## src/rtl/fetch_pkg.sv

```systemverilog
// Shared types and constants for the instruction-fetch unit.
package fetch_pkg;

  localparam int FETCH_ADDR_W     = 6;
  localparam int FETCH_INSTR_W    = 32;
  localparam int FETCH_FIFO_DEPTH = 2;
  localparam int PC_STEP          = 4;

  typedef enum logic [0:0] {
    FETCH = 1'b0,
    END   = 1'b1
  } fetch_state_t;

  typedef struct packed {
    logic [FETCH_ADDR_W-1:0]  pc;
    logic [FETCH_INSTR_W-1:0] instr;
  } fetch_entry_t;

endpackage

```

## src/rtl/fetch_fifo.sv

```systemverilog
// Small prefetch FIFO of {pc, instr} entries; flush dominates push.
module fetch_fifo
  import fetch_pkg::*;
(
  input  logic         clk,
  input  logic         rst_n,
  input  logic         push,
  input  logic         pop,
  input  logic         flush,
  input  fetch_entry_t push_entry,
  output fetch_entry_t head,
  output logic         full,
  output logic         empty
);

  localparam int PTR_W = $clog2(FETCH_FIFO_DEPTH);
  localparam int CNT_W = $clog2(FETCH_FIFO_DEPTH + 1);

  fetch_entry_t     mem [FETCH_FIFO_DEPTH];
  logic [PTR_W-1:0] rd_ptr;
  logic [PTR_W-1:0] wr_ptr;
  logic [CNT_W-1:0] count;
  logic             do_push;
  logic             do_pop;

  assign full    = (count == CNT_W'(FETCH_FIFO_DEPTH));
  assign empty   = (count == '0);
  assign do_pop  = pop && !empty;
  // A pop frees a slot in the same cycle, so a full FIFO can still accept.
  assign do_push = push && (!full || do_pop);

  always_ff @(posedge clk or negedge rst_n) begin
    if (!rst_n) begin
      rd_ptr <= '0;
      wr_ptr <= '0;
      count  <= '0;
    end else if (flush) begin
      rd_ptr <= '0;
      wr_ptr <= '0;
      count  <= '0;
    end else begin
      if (do_push) wr_ptr <= wr_ptr + PTR_W'(1);
      if (do_pop)  rd_ptr <= rd_ptr + PTR_W'(1);
      count <= count + CNT_W'(do_push) - CNT_W'(do_pop);
    end
  end

  always_ff @(posedge clk) begin
    if (do_push && !flush) mem[wr_ptr] <= push_entry;
  end

  assign head = empty ? '0 : mem[rd_ptr];

endmodule

```

## src/rtl/inst_fetch.sv

```systemverilog
// Instruction fetch: PC, memory address, prefetch FIFO, redirects, end-of-memory stop.
// Optional perf counters enabled with `define INST_FETCH_PERF_EN.
module inst_fetch
  import fetch_pkg::*;
#(
  parameter int ADDR_W    = FETCH_ADDR_W,
  parameter int INSTR_W   = FETCH_INSTR_W,
  parameter int LAST_WORD = 60,
  parameter int RESET_PC  = 0
) (
  input  logic               clk,
  input  logic               rst_n,
  output logic [ADDR_W-1:0]  imem_addr,
  input  logic [INSTR_W-1:0] imem_instr,
  input  logic               redir_valid,
  input  logic [ADDR_W-1:0]  redir_target,
  output logic               out_valid,
  input  logic               out_ready,
  output logic [INSTR_W-1:0] out_instr,
  output logic [ADDR_W-1:0]  out_pc,
  output logic               fetch_end
`ifdef INST_FETCH_PERF_EN
  ,
  output logic [15:0]        perf_fetched,
  output logic [15:0]        perf_stall
`endif
);

  // One extra PC bit so stepping past the last word never wraps to address 0.
  localparam int              PC_W     = ADDR_W + 1;
  localparam logic [PC_W-1:0] LAST_PC  = PC_W'(LAST_WORD);
  localparam logic [PC_W-1:0] START_PC = PC_W'(RESET_PC);
  localparam logic [PC_W-1:0] STEP     = PC_W'(PC_STEP);

  fetch_state_t    state;
  logic [PC_W-1:0] pc;
  logic [PC_W-1:0] pc_inc;
  logic [PC_W-1:0] redir_pc;
  logic            pop;
  logic            fetch_go;
  logic            push_ok;
  logic            full;
  logic            empty;
  fetch_entry_t    wr_entry;
  fetch_entry_t    head;

  assign pc_inc   = pc + STEP;
  assign redir_pc = {1'b0, redir_target} & ~PC_W'(3);
  assign pop      = out_valid && out_ready;
  assign fetch_go = (state == FETCH) && (!full || pop);
  assign push_ok  = fetch_go && !redir_valid;

  always_ff @(posedge clk or negedge rst_n) begin
    if (!rst_n) begin
      pc    <= START_PC;
      state <= FETCH;
    end else if (redir_valid) begin
      pc    <= redir_pc;
      state <= (redir_pc > LAST_PC) ? END : FETCH;
    end else if (push_ok) begin
      pc <= pc_inc;
      if (pc_inc > LAST_PC) state <= END;
    end
  end

  // Once past the end the address parks on the last word instead of wrapping.
  assign imem_addr = (pc > LAST_PC) ? LAST_PC[ADDR_W-1:0] : pc[ADDR_W-1:0];
  assign wr_entry  = {imem_addr, imem_instr};

  fetch_fifo u_fifo (
    .clk        (clk),
    .rst_n      (rst_n),
    .push       (fetch_go),
    .pop        (pop),
    .flush      (redir_valid),
    .push_entry (wr_entry),
    .head       (head),
    .full       (full),
    .empty      (empty)
  );

  assign out_valid = !empty;
  assign out_instr = head.instr;
  assign out_pc    = head.pc;
  assign fetch_end = (state == END) && empty;

`ifdef INST_FETCH_PERF_EN
  always_ff @(posedge clk or negedge rst_n) begin
    if (!rst_n) begin
      perf_fetched <= '0;
      perf_stall   <= '0;
    end else begin
      if (push_ok && perf_fetched != 16'hFFFF)
        perf_fetched <= perf_fetched + 16'd1;
      if (out_valid && !out_ready && perf_stall != 16'hFFFF)
        perf_stall <= perf_stall + 16'd1;
    end
  end
`endif

endmodule

```

## config.mk

```make
export PLATFORM = sky130hd
export DESIGN_NAME = inst_fetch
export DESIGN_NICKNAME = d
export VERILOG_FILES = /design/src/rtl/fetch_pkg.sv /design/src/rtl/fetch_fifo.sv /design/src/rtl/inst_fetch.sv
export SDC_FILE = /design/constraint.sdc
export NUM_CORES = 1
export LEC_CHECK = 0
export ABC_AREA = 1
export CAP_MARGIN = 20
export CORE_ASPECT_RATIO = 1.4
export CORE_MARGIN = 10
export CORE_UTILIZATION = 52
export CTS_CLUSTER_SIZE = 30
export DETAILED_ROUTE_END_ITERATION = 10
export PLACE_DENSITY_LB_ADDON = 0.2
export SLEW_MARGIN = 20
export SYNTH_ARGS = -nofsm -noshare
export SYNTH_HDL_FRONTEND = slang
export SYNTH_SLANG_ARGS = --single-unit
```

## constraint.sdc

```tcl
create_clock -name clk -period 5.6 [get_ports clk]
set_input_delay 1.12 -clock clk [delete_from_list [all_inputs] [get_ports clk]]
set_output_delay 1.12 -clock clk [all_outputs]
set_load 0.005 [all_outputs]
```

==> results of run 1 <==
-- cells in the final DEF (no fill, tap or decap), types with 4 or more instances in the layout --
master           count
edfxtp_1            74
clkdlybuf4s50_1     83
dfrtp_1             10
inv_1               18
clkbuf_8             9
nand2_1             94
ha_1                 5
nand3_1              7
conb_1               4
a21oi_1             38
nor2_1               7
-- sequential cells by signal (all words and copies together), names as in the netlist --
register / flops
u_fifo.mem: 74
pc: 5
u_fifo.count: 2
state: 1
u_fifo.rd_ptr: 1
u_fifo.wr_ptr: 1
-- per-stage QoR --
step	instance area [sq um]	setup slack [ns]	util [%]	cells	total power [uW]
after floorplan	3470	2.16	-	293	1390
after global placement	4310	2.31	66.0	436	1790
after detailed placement	4310	2.27	66.0	436	1820
after CTS	4500	2.14	68.9	452	2240
after global routing	4550	2.01	69.8	454	2400
final	4550	2.21	69.8	454	2240
-- power by group through the flow --
stage	clock, uW	sequential [uW]	combinational, uW
global placement	0	961	834
finish	413	954	869
detailed placement	0	971	852
global route	459	971	970
floorplan	0	953	440
CTS	425	958	858
-- cells by family after synthesis --
logic type	after synthesis	share of synthesized area [%]
AO/OA/AOI/OAI	44	6.44
XOR/XNOR	3	0.759
buffers and inverters	35	5.53
adder cells (fa/ha/maj)	5	1.81
AND/OR/NAND/NOR	118	13.9
other	1	0.108
flip-flops	84	71.4
-- critical path, cell delays in order (launching register included) --
cell and delay, ns:
dfrtp_1 0.42, nor2_4 0.74, inv_1 0.13, nor2_1 0.12, clkdlybuf4s50_1 0.51
-- worst paths after layout --
check	to	depth (start not counted)	slack, ns	start
setup / recovery	fetch_end	4	2.21	u_fifo.count[0]
hold / removal	pc[6]	2	0.56	pc[6]
setup reg to reg	u_fifo.count[1]	7	3.35	u_fifo.count[0]
hold reg to reg	pc[6]	2	0.56	pc[6]
max in group asynchronous	state	1	4.17	rst_n
min in group asynchronous	pc[2]	1	1.10	rst_n
-- layout make-up --
cell class              count  area, sq um  share of cell area (%)
clock buffers              11          131                    2.89
inverters                  20         75.1                    1.65
clock inverters             5         60.1                    1.32
repair buffers             86          893                    19.6
well taps                  74         92.6                    2.03
multi-input cells         174          828                    18.2
flip-flops and latches     84         2470                    54.3
-- synthesized netlist by cell type --
cell type / instances / area, sq um
a21o_1: 1 / 7.51
a21oi_1: 38 / 190
and2_1: 1 / 6.26
buf_2: 6 / 30.0
buf_4: 4 / 30.0
buf_6: 5 / 56.3
conb_1: 1 / 3.75
dfrtp_1: 10 / 250
edfxtp_1: 74 / 2220
ha_1: 5 / 62.6
inv_1: 18 / 67.6
inv_2: 2 / 7.51
nand2_1: 94 / 353
nand2_2: 2 / 12.5
nand3_1: 7 / 35.0
nand3_4: 1 / 17.5
nand4_1: 2 / 12.5
nor2_1: 9 / 33.8
nor2_2: 1 / 6.26
nor3_1: 1 / 5.00
o21ai_0: 2 / 10.0
o21ai_1: 3 / 15.0
xnor2_1: 1 / 8.76
xor2_1: 2 / 17.5
-- layer usage --
layer | vias up | share of wire [%]
met5 | - | 0
met4 | 0 | 0.51
met3 | 2 | 6.3
met2 | 60 | 53
met1 | 1096 | 40
li1 | 1149 | -
==> flow_metrics.tcl, run 1 <==
set metrics [dict create \
    status "completed" \
    groute.layer.met2.usage_pct 26.8 \
    dp_hpwl_um 4790 \
    drc 0 \
    grtUsageMet3_pct 4.75 \
    worst_pin_slew_ns 0.942 \
    portBuffers 83 \
    pwr-share-clk_pct 18.5 \
    cp_data_required_time_ns 4.48 \
    clk_latency_ns 0.34 \
    ctsHoldBuffers 0 \
    arrival_ns 2.27 \
    die-area_sq_um 10400 \
    cts_setup_buffers 0 \
    hold_ws_ns 0.556 \
    power_density_nw_per_um2 491 \
    yosys_warnings 0 \
    ir_drop_mv 0.346 \
    p_sw_share_pct 32.1 \
    antenna_found_initial 0 \
    drtIter0Drc 103 \
    n_antenna_cell 0 \
    synth_cells 290 \
    leakagePower_uw 0.00174 \
    p_seq_share_pct 42.7 \
    p_sw_uw 719 \
    grt-busiest-layer "met2" \
    finalHoldViolCount 0 \
    wire_per_inst_um 16.3 \
    initial_core_util_pct 53.0 \
    setup_tns_ns 0 \
    die_w_um 89.0 \
    post-route-period-util_pct 60.5 \
    cts_tree "built" \
    hp-class "flop to flop" \
    nNetsFinal 422 \
    clk_pin_slew_ns 0.08 \
    cts_made_buffers 9 \
    grt_max_degree 40 \
    track_usage_pct 15.0 \
    syn-cell-area_sq_um 3460 \
    syn_avg_cell_area_sq_um 11.9 \
    ys_seq_area_share_pct 71.4 \
    critical_path.max_fanout 39 \
    clock_path_buffers 2 \
    cts.sinks 84 \
    core_sq_um 6530 \
    globalRouteMet1Util_pct 16.1 \
    post_drt_via_cell_ratio 5.08 \
    vias 2307 \
    p_comb_share_pct 38.9 \
    synth_cell_type_count 24 \
    grt_overflow_total 0 \
    intPower_uw 1520 \
    htree_levels 3 \
    max_slew_margin_pct 37.1 \
    ant_nets 0 \
    fin_worst_skew_ns 0.00880 \
    period_minus_slack_ns 3.39 \
    die_h_um 117 \
    path_class "flop to primary output" \
    setup_viol 0 \
    root_buffer "clkbuf_8" \
    synth_seq_cells 84 \
    fillCellCount 483 \
    dr.pass1.iters 4 \
    ios 88 \
    critPathCaptureType "primary output" \
    grt_pass1_wl_um 11800 \
    slew_violations 0 \
    core.rowCount 35 \
    drive_above_1_share_pct 6.58 \
    totalWireLength_um 7400 \
    crit_path_start_kind "flop" \
    max-cap-violations 0 \
    post_cts_resize_count 0 \
    fmax_mhz 295 \
    gp_congestion 0.842 \
    area_delta_synth_final_pct 31.6 \
    grt_pass1_vias 2422 \
    rsz0062_at_grt "no" \
]
(Power assumes the default switching activity.)
==> run 2, diff against run 1 <==
--- a/config.mk
+++ b/config.mk
@@ -9,7 +9,7 @@
 export CAP_MARGIN = 20
 export CORE_ASPECT_RATIO = 1.4
 export CORE_MARGIN = 10
-export CORE_UTILIZATION = 52
+export CORE_UTILIZATION = 44
 export CTS_CLUSTER_SIZE = 30
 export DETAILED_ROUTE_END_ITERATION = 10
 export PLACE_DENSITY_LB_ADDON = 0.2
==> constraint.sdc (replaced) <==
create_clock -name clk -period 2.8 [get_ports clk]
set_input_delay 0.56 -clock clk [delete_from_list [all_inputs] [get_ports clk]]
set_output_delay 0.56 -clock clk [all_outputs]
set_load 0.005 [all_outputs]
==> run 2 against run 1 <==
Compared with the run above: first-iteration DRC count down 12%; clock power up 90%; via count up 1.1%; total power up 98%; final area up 0.82%; global-route usage down 2.0 points; combinational power up 100%; largest cell class unchanged; setup slack worse by 2.1 ns; critical endpoint is now imem_addr[5]; die area up 14%; sequential cell count unchanged.
==> flow_metrics.tcl, run 2 (synthesis results as in run 1) <==
set metrics [dict create \
    track_usage_pct 13.0 \
    top_register "u_fifo.mem" \
    fin_total_pwr_uw 4430 \
    ant_nets 0 \
    nNetsFinal 428 \
    max_stage_delay_ns 0.51 \
    cts_tree "built" \
    post-route-period-util_pct 95.6 \
    dr.pass1.iters 4 \
    setup_tns_ns 0 \
    leakagePower_uw 0.00177 \
    grt_pass1_vias 2395 \
    grt_max_degree 40 \
    crit_chain "ha_1 > nand2_1 > nor2_1 > ha_1 > a21o_1 > nand2_1 > clkdlybuf4s50_1" \
    crit_cells 7 \
    drtIter0Drc 91 \
    core_sq_um 7700 \
    portBuffers 83 \
    clock_path_buffers 2 \
    totalWireLength_um 7490 \
    arrival_ns 2.12 \
    gp_congestion 0.789 \
    die_h_um 125 \
    clk_latency_ns 0.35 \
    core.rowCount 38 \
    die-area_sq_um 11900 \
    fmax_mhz 374 \
    finalHoldViolCount 0 \
    post_drt_via_cell_ratio 4.82 \
    grt_overflow_total 0 \
    power_density_nw_per_um2 965 \
    cp_data_required_time_ns 2.24 \
    vias 2332 \
    root_buffer "clkbuf_8" \
    critical_path.max_fanout 5 \
    period_minus_slack_ns 2.68 \
    antenna_found_initial 0 \
    wire_per_inst_um 15.5 \
    initial_core_util_pct 44.9 \
    die_w_um 95.0 \
    layoutNonFillerInstCount 484 \
    cts.sinks 84 \
    critPathCaptureType "primary output" \
    largest_register_ffs 74 \
    critPathTopFamily "buffers and inverters" \
    drive_above_1_share_pct 7.81 \
    dp_hpwl_um 5180 \
    final_cell_mix "nand2_1 (93), clkdlybuf4s50_1 (81), edfxtp_1 (74), a21oi_1 (38), inv_1 (18)" \
    cp_num_buf_inv 1 \
    slew_violations 0 \
    ios 88 \
    max-cap-violations 0 \
    area_delta_synth_final_pct 32.6 \
    path_class "flop to primary output" \
    n_antenna_cell 0 \
    clk_pin_slew_ns 0.08 \
    rr_worst_depth 7 \
    timing.reg2reg.setup_slack_ns 1.01 \
    htree_levels 3 \
    drc 0 \
    hp-class "input port to asynchronous set/reset pin" \
    crit_path_start_kind "flop" \
    dp.cells 469 \
    rsz0062_at_grt "yes" \
    layout_commonest_cell "nand2_1" \
    ir_drop_mv 0.486 \
    status "completed" \
    grt_pass1_wl_um 11900 \
    fin_worst_skew_ns 0.00492 \
    setup_viol 0 \
    cts_made_buffers 9 \
    top_regs "u_fifo.mem x74, pc x5, u_fifo.count x2" \
    slowest_stage "clkdlybuf4s50_1" \
]
==> run 2: worst paths after layout <==
kind / startpoint / endpoint
setup reg to reg: u_fifo.count[1] / u_fifo.count[1]
hold reg to reg: pc[6] / pc[6]
max in group asynchronous: rst_n / pc[2]
setup / recovery: pc[2] / imem_addr[5]
min in group clk: pc[6] / pc[6]
hold / removal: rst_n / pc[3]
==> run 2: cell type report <==
cell class	count	area (sq um)
clock buffer	10	128
inverter	20	75.1
clock inverter	4	42.5
tap	100	125
sequential	84	2470
timing repair buffer	92	916
multi-input combinational	174	831
fill	640	3110
==> run 2: metal layers <==
layer  track usage, %  vias to the layer above  share of wire, %
li1                 -                     1162                 -
met1             13.2                     1106                38
met5                0                        -                 0
met2             23.0                       55                54
met4             5.83                        0               1.5
met3             4.55                        9               6.8
==> run 2: what timing repair did <==
action | 4_1_cts | 5_1_grt
hold buffers | 0 | 0
resized for setup | 0 | 4
setup endpoints to repair | 0 | 4
buffers inserted | 0 | 1
==> run 2: report_power, final <==
group | switching [uW] | internal, uW | leakage, uW
logic | 890 | 852 | 0.000870
registers | 124 | 1780 | 0.000817
clock network | 390 | 395 | 0.0000871
total | 1400 | 3030 | 0.00177
==> run 2: per-stage QoR <==
step	setup WS [ns]	instance area, sq um	util, %	hold WS (ns)
2_1_floorplan	0.517	3470	-	0.264
3_3_place_gp	0.492	4400	57.2	0.529
3_5_place_dp	0.477	4400	57.2	0.528
4_1_cts	0.0726	4570	59.4	0.541
5_1_grt	-0.00633	4590	59.6	0.546
6_report	0.124	4590	59.6	0.532
